`config.mk`:
```
export PLATFORM = sky130hd
export DESIGN_NAME = fp_exception_add_pipe
export DESIGN_NICKNAME = d
export VERILOG_FILES = /design/src/rtl/fp_exception_add_pipe.sv
export SDC_FILE = /design/constraint.sdc
export NUM_CORES = 1
export LEC_CHECK = 0
export ABC_AREA = 0
export ABC_CLOCK_PERIOD_IN_PS = 2200
export BUFFER_PORTS_ARGS = -buffer_cell sky130_fd_sc_hd__buf_4
export CORE_AREA = 2 2 80 82
export CTS_BUF_LIST = sky130_fd_sc_hd__clkbuf_2 sky130_fd_sc_hd__clkbuf_4 sky130_fd_sc_hd__clkbuf_8
export CTS_CLUSTER_DIAMETER = 80
export CTS_CLUSTER_SIZE = 24
export DETAILED_ROUTE_END_ITERATION = 8
export DIE_AREA = 0 0 82 84
export HOLD_SLACK_MARGIN = 0.06
export PLACE_DENSITY = 0.83
export SLEW_MARGIN = 20
export SYNTH_ARGS = -nofsm -noshare
export SYNTH_HDL_FRONTEND = slang
export SYNTH_SLANG_ARGS = --single-unit
```
`constraint.sdc`:
```
create_clock -name clk -period 2.2 [get_ports clk]
set_input_delay 0.44 -clock clk [delete_from_list [all_inputs] [get_ports clk]]
set_output_delay 0.44 -clock clk [all_outputs]
set_load 0.05 [all_outputs]
```
`src/rtl/fp_exception_add_pipe.sv`:
```
// Two-stage IEEE-754 add/sub special-case resolver: classifies the operands, then
// produces the final NaN/Inf/Zero result ahead of the main adder and counts delivered exceptions.
module fp_exception_add_pipe #(
    parameter int EXP_W = 5,
    parameter int MAN_W = 10,
    parameter int CNT_W = 16
) (
    input  logic                 clk,
    input  logic                 rst,
    input  logic                 in_valid,
    output logic                 in_ready,
    input  logic [EXP_W+MAN_W:0] a,
    input  logic [EXP_W+MAN_W:0] b,
    input  logic                 sub,
    output logic                 out_valid,
    input  logic                 out_ready,
    output logic [EXP_W+MAN_W:0] q,
    output logic                 exc,
    output logic                 invalid,
    input  logic                 cnt_clr,
    output logic [CNT_W-1:0]     exc_cnt
);
    localparam int W = 1 + EXP_W + MAN_W;
    localparam logic [EXP_W-1:0] EXP_ONES = '1;
    localparam logic [CNT_W-1:0] CNT_MAX  = '1;
    localparam logic [CNT_W-1:0] CNT_ONE  = {{(CNT_W-1){1'b0}}, 1'b1};

    typedef struct packed {
        logic nan;
        logic snan;
        logic inf;
        logic zero;
    } fp_cls_t;

    function automatic fp_cls_t classify(input logic [W-1:0] x);
        logic    exp_ones;
        logic    exp_zero;
        logic    man_zero;
        fp_cls_t c;
        exp_ones = &x[W-2:MAN_W];
        exp_zero = ~|x[W-2:MAN_W];
        man_zero = ~|x[MAN_W-1:0];
        c.nan    = exp_ones & ~man_zero;
        c.snan   = exp_ones & ~man_zero & ~x[MAN_W-1];
        c.inf    = exp_ones & man_zero;
        c.zero   = exp_zero & man_zero;
        return c;
    endfunction

    logic             en;

    logic             s1_valid_q, s1_valid_d;
    logic [W-1:0]     a_q, a_d;
    logic [W-1:0]     b_q, b_d;
    logic             sbe_q, sbe_d;
    fp_cls_t          a_cls_q, a_cls_d;
    fp_cls_t          b_cls_q, b_cls_d;

    logic             out_valid_q, out_valid_d;
    logic [W-1:0]     q_q, q_d;
    logic             exc_q, exc_d;
    logic             invalid_q, invalid_d;
    logic [CNT_W-1:0] exc_cnt_q, exc_cnt_d;

    logic [W-1:0]     res;
    logic             res_exc;
    logic             res_inv;

    // A single advance enable keeps both stages in lockstep, so a stall never splits a pair.
    always_comb begin
        // NOTE: every comb output gets a default first so no path leaves it unassigned (no latch).
        en         = !out_valid_q || out_ready;
        s1_valid_d = s1_valid_q;
        a_d        = a_q;
        b_d        = b_q;
        sbe_d      = sbe_q;
        a_cls_d    = a_cls_q;
        b_cls_d    = b_cls_q;
        if (en) begin
            s1_valid_d = in_valid;
            if (in_valid) begin
                a_d     = a;
                b_d     = b;
                sbe_d   = b[W-1] ^ sub;
                a_cls_d = classify(a);
                b_cls_d = classify(b);
            end
        end
    end

    always_comb begin
        res     = '0;
        res_exc = 1'b1;
        res_inv = a_cls_q.snan | b_cls_q.snan;
        if (a_cls_q.nan) begin
            res = {a_q[W-1], EXP_ONES, 1'b1, a_q[MAN_W-2:0]};
        end else if (b_cls_q.nan) begin
            res = {b_q[W-1], EXP_ONES, 1'b1, b_q[MAN_W-2:0]};
        end else if (a_cls_q.inf && b_cls_q.inf && (a_q[W-1] != sbe_q)) begin
            res     = {1'b0, EXP_ONES, 1'b1, {(MAN_W-1){1'b0}}};
            res_inv = 1'b1;
        end else if (a_cls_q.inf) begin
            res = {a_q[W-1], EXP_ONES, {MAN_W{1'b0}}};
        end else if (b_cls_q.inf) begin
            res = {sbe_q, EXP_ONES, {MAN_W{1'b0}}};
        end else if (a_cls_q.zero && b_cls_q.zero) begin
            res = {a_q[W-1] & sbe_q, {(W-1){1'b0}}};
        end else if (a_cls_q.zero) begin
            res = {sbe_q, b_q[W-2:0]};
        end else if (b_cls_q.zero) begin
            res = a_q;
        end else begin
            res_exc = 1'b0;
        end
    end

    always_comb begin
        out_valid_d = out_valid_q;
        q_d         = q_q;
        exc_d       = exc_q;
        invalid_d   = invalid_q;
        if (en) begin
            out_valid_d = s1_valid_q;
            if (s1_valid_q) begin
                q_d       = res;
                exc_d     = res_exc;
                invalid_d = res_inv;
            end
        end
        // Clear wins over a coincident delivery.
        exc_cnt_d = exc_cnt_q;
        if (cnt_clr) begin
            exc_cnt_d = '0;
        end else if (out_valid_q && out_ready && exc_q && (exc_cnt_q != CNT_MAX)) begin
            exc_cnt_d = exc_cnt_q + CNT_ONE;
        end
    end

    // NOTE: sequential state uses non-blocking assignments only.
    always_ff @(posedge clk or posedge rst) begin
        if (rst) begin
            s1_valid_q  <= 1'b0;
            out_valid_q <= 1'b0;
            q_q         <= '0;
            exc_q       <= 1'b0;
            invalid_q   <= 1'b0;
            exc_cnt_q   <= '0;
        end else begin
            s1_valid_q  <= s1_valid_d;
            out_valid_q <= out_valid_d;
            q_q         <= q_d;
            exc_q       <= exc_d;
            invalid_q   <= invalid_d;
            exc_cnt_q   <= exc_cnt_d;
        end
    end

    // NOTE: stage-1 data is qualified by s1_valid_q, so it needs no reset.
    always_ff @(posedge clk) begin
        a_q     <= a_d;
        b_q     <= b_d;
        sbe_q   <= sbe_d;
        a_cls_q <= a_cls_d;
        b_cls_q <= b_cls_d;
    end

    assign in_ready  = en;
    assign out_valid = out_valid_q;
    assign q         = q_q;
    assign exc       = exc_q;
    assign invalid   = invalid_q;
    assign exc_cnt   = exc_cnt_q;

endmodule

```
==> results.md <==
- The critical path in this run is classified as flip-flop to flip-flop.
- Of the post-synthesis cell area, the dominant cell type holds 0.384.
- The largest net degree at the start of global routing is 42.
- The total clock sinks is 77.
- The number of clock buffers added by TritonCTS is 9.
- The clock transition at the register clock pins on the worst setup and hold paths after CTS is 0.08 ns.
- After routing, the total negative slack on setup checks comes to 0 ns.
- For the pin with the worst max-slew slack, the measured transition is 0.567 ns.
- The power per unit of standard cell area is 881 mW/mm².
- The internal power summed over all cells is 2.52 mW.
- The post-route clock period utilization is 0.844.
- In this run the power spent charging and discharging nets is 1.06 mW.
- After the first detailed-routing iteration, the DRC count stood at 167.
- The final layout net count is 385.
- Setup repair after global routing left no endpoint under its margin.
- The post-synthesis area per instance is 12.1 µm².
- The starting density of the core is 0.525.
- The post-cts repair resize count is 0.
- The share of the Yosys chip area taken by registers is 0.666.
- The portion of total power attributed to combinational logic is 0.191.
- The first global-routing pass estimated 10500 µm of wire.
- In the detailed route, the total length drawn on met3 is 401 µm.
- The peak supply drop is 0.000663 V.
- The fraction of layout instances using a drive strength above 1 is 0.286.
- Of all flip-flops after synthesis, the portion carrying an async set or reset was 0.468.
- The design draws 3.57 mW.
- Of all cell types, the one taking the most synthesized area is sky130_fd_sc_hd__edfxtp_1.
- The gate count after technology mapping is 264.
- The area added between synthesis and finish is 26.6%.
- The worst relative slew slack is 0.619.
- In the final routed layout, each cell accounts on average for 14.9 µm.
- In this run the deepest clock path goes through 2 buffers.
- The data required time of the worst path is 2.44 ns.
- The iteration count of the initial detailed-routing pass is 4.
- The number of endpoints with negative hold slack in the final report is 0.
- The via count of the first global-routing pass was 2252.
- The min-delay analysis places its worst path in the category input port to asynchronous set/reset pin.
- The number of nets with antenna violations after routing is 0.
- The number of nets handed over by synthesis was 304.
- The remaining global-route overflow is 0.
- The clock insertion delay at the later pin of the skew report is 0.34 ns.
- Counting I/O delays and the setup requirement, the final critical path takes 1.86 ns.
- In the routed layout, each cell is associated on average with a via count of 5.56.
- STA classifies the critical path startpoint as a flip-flop.
- Wire segments on met2 add up to 3290 µm in the final route.
- The area of the mapped netlist is 0.00320 mm².
- After floorplanning, the core was divided into 29 placement rows.
- For this run, design rule violations remaining after detail routing come to 0.
- In the final routing, the length of wire on met1 measures 2590 µm.
- After synthesis, the most frequently instantiated cells are sky130_fd_sc_hd__nor2_1 (48), sky130_fd_sc_hd__edfxtp_1 (41), sky130_fd_sc_hd__dfrtp_1 (36).
- For this run, the number of Yosys warnings is 0.
- The routability congestion estimate from global placement is 0.896.
- The number of max-slew violations in the final report was 0.
- Fill cells in the final layout number 463.
- The arrival time at the worst endpoint is 2.09 ns.
- For this run, the total global-route usage over all layers was measured as 0.200.
- The number of unique standard cell types used by synthesis is 41.
- Buffers inserted to repair hold after CTS numbered 0.
- Measured along the y axis, the die boundary spans 84 µm.
- The flow ran to the end, and the final reports show no timing, DRC or antenna violations.
- The die footprint is 0.00689 mm².
- The cell chosen for the clock root is sky130_fd_sc_hd__clkbuf_8.
- The most used flip-flop cell after synthesis is sky130_fd_sc_hd__edfxtp_1.
- Across the run, the number of max-cap violations was 0.
- The share of total power dissipated in the clock network is 0.326.
- The clock arrives with 0.0112 ns of skew.
- TritonCTS built the clock tree.
- The number of antenna violations at the first check in global routing is 0.
- STA classifies the critical path endpoint as a flip-flop.
- After synthesis the netlist holds a flip-flop and latch count of 77.
- In the final layout, the multi-input gates occupy 0.00101 mm².
- After floorplanning, the core was sized to cover 0.00610 mm².
- The number of setup buffers added after CTS is 0.
- By instance count, the leading cell after synthesis is sky130_fd_sc_hd__nor2_1.
- The area occupied by registers is 0.00213 mm².
- 0 antenna diodes ended up in the layout.
- The fraction of power spent switching nets is 0.295.
- The depth of the CTS H-tree is 3.
- The die boundary width is 82 µm.
- The top-level port count is 74.
- The number of endpoints failing setup at the final stage is 0.
- The top layer used by detailed routing is met4.
- The HPWL after detailed placement is 4730 µm.
- The count of vias placed by the detailed router is 2375.
- The final wirelength is 6360 µm.
- The largest fanout on the critical path is 4.
- The maximum operating frequency is 538 MHz.
- By area the synthesized netlist is led by sky130_fd_sc_hd__edfxtp_1 (38%), sky130_fd_sc_hd__dfrtp_1 (28%), sky130_fd_sc_hd__nor2_1 (5.6%).
- The number of enable-type register cells in the synthesized netlist is 41.
- The count of buffers inserted at the top-level ports is 73.
- The analysis attributes to cell leakage a power of 1.61 nW.
- The share of total power dissipated in sequential elements is 0.483.
==> routing by layer <==
layer	GRT usage	up-vias
met3	0.0563	7
met1	0.269	1130
met2	0.316	87
met5	0	-
li1	-	1151
met4	0.0561	0
==> kinds of logic after synthesis <==
kind of cell / count (synthesis) / share of synthesized area
muxes: 1 / 0.00352
DFF: 77 / 0.666
buffers and inverters: 11 / 0.0191
xor gates and xnor gates: 8 / 0.0219
adders and majority gates: 2 / 0.00781
AOI/OAI and AO/OA: 48 / 0.102
and+or+nand+nor: 117 / 0.180
==> area by class of cell <==
class                   count  area share
clock buffers               9      0.0305
well taps                  77      0.0238
clock inverters             7      0.0244
inverters                   4     0.00370
multi-input cells         176       0.250
flip-flops and latches     77       0.526
repair buffers             77       0.143
==> critical path, cell delays in order (launching register included) <==
cell and delay (ns):
sky130_fd_sc_hd__dfrtp_1 0.42, sky130_fd_sc_hd__ha_1 0.24, sky130_fd_sc_hd__nand4_1 0.15, sky130_fd_sc_hd__nor4_1 0.55, sky130_fd_sc_hd__nor3b_1 0.15, sky130_fd_sc_hd__xnor2_1 0.18, sky130_fd_sc_hd__nor2_1 0.05
==> power groups by stage <==
stage / combinational [mW] / sequential, mW / clock, mW
floorplan: 0.180 / 2.01 / 0
global placement: 0.677 / 1.75 / 0
detailed placement: 0.689 / 1.76 / 0
CTS: 0.689 / 1.73 / 1.19
global route: 0.727 / 1.74 / 1.25
finish: 0.683 / 1.73 / 1.16
==> stage by stage <==
stage,instance area (µm²),utilization,hold slack [ns],setup WS [ns],std cells
finish,4060,0.665,0.199,0.343,427
CTS,4060,0.665,0.205,0.334,427
floorplan,3210,-,0.467,0.135,264
global route,4060,0.665,0.234,0.0943,427
detailed placement,3830,0.629,0.476,0.326,411
global placement,3830,0.629,0.469,0.374,411
==> cells in the final DEF (no fill, tap or decap), types with 6 or more instances in the layout <==
cell / count
sky130_fd_sc_hd__buf_4: 77
sky130_fd_sc_hd__nor2_1: 48
sky130_fd_sc_hd__edfxtp_1: 41
sky130_fd_sc_hd__dfrtp_1: 36
sky130_fd_sc_hd__a221oi_1: 15
sky130_fd_sc_hd__o21ai_0: 14
sky130_fd_sc_hd__nand3_1: 13
sky130_fd_sc_hd__a21oi_1: 11
sky130_fd_sc_hd__nand2_1: 10
sky130_fd_sc_hd__clkbuf_8: 9
sky130_fd_sc_hd__nor3_1: 7
sky130_fd_sc_hd__nor2b_1: 7
sky130_fd_sc_hd__or3_1: 6
==> sequential cells by signal (all words and copies together), names as in the netlist <==
signal      count
a_cls_q         4
exc_cnt        16
sbe_q           1
s1_valid_q      1
b_q            16
out_valid       1
invalid         1
a_q            16
b_cls_q         4
q              16
exc             1
==> worst paths after layout <==
kind | from | to | slack [ns] | depth (start not counted)
setup / recovery | exc_cnt[0] | exc_cnt[2] | 0.34 | 6
hold reg to reg | q[15] | q[15] | 0.49 | 2
max in group asynchronous | rst | exc_cnt[13] | 1.68 | 3
min in group clk | a[15] | a_q[15] | 0.28 | 1
hold / removal | rst | q[4] | 0.20 | 3
setup reg to reg | exc_cnt[0] | exc_cnt[2] | 0.34 | 6
No activity file was read; power rests on OpenSTA's default activity.
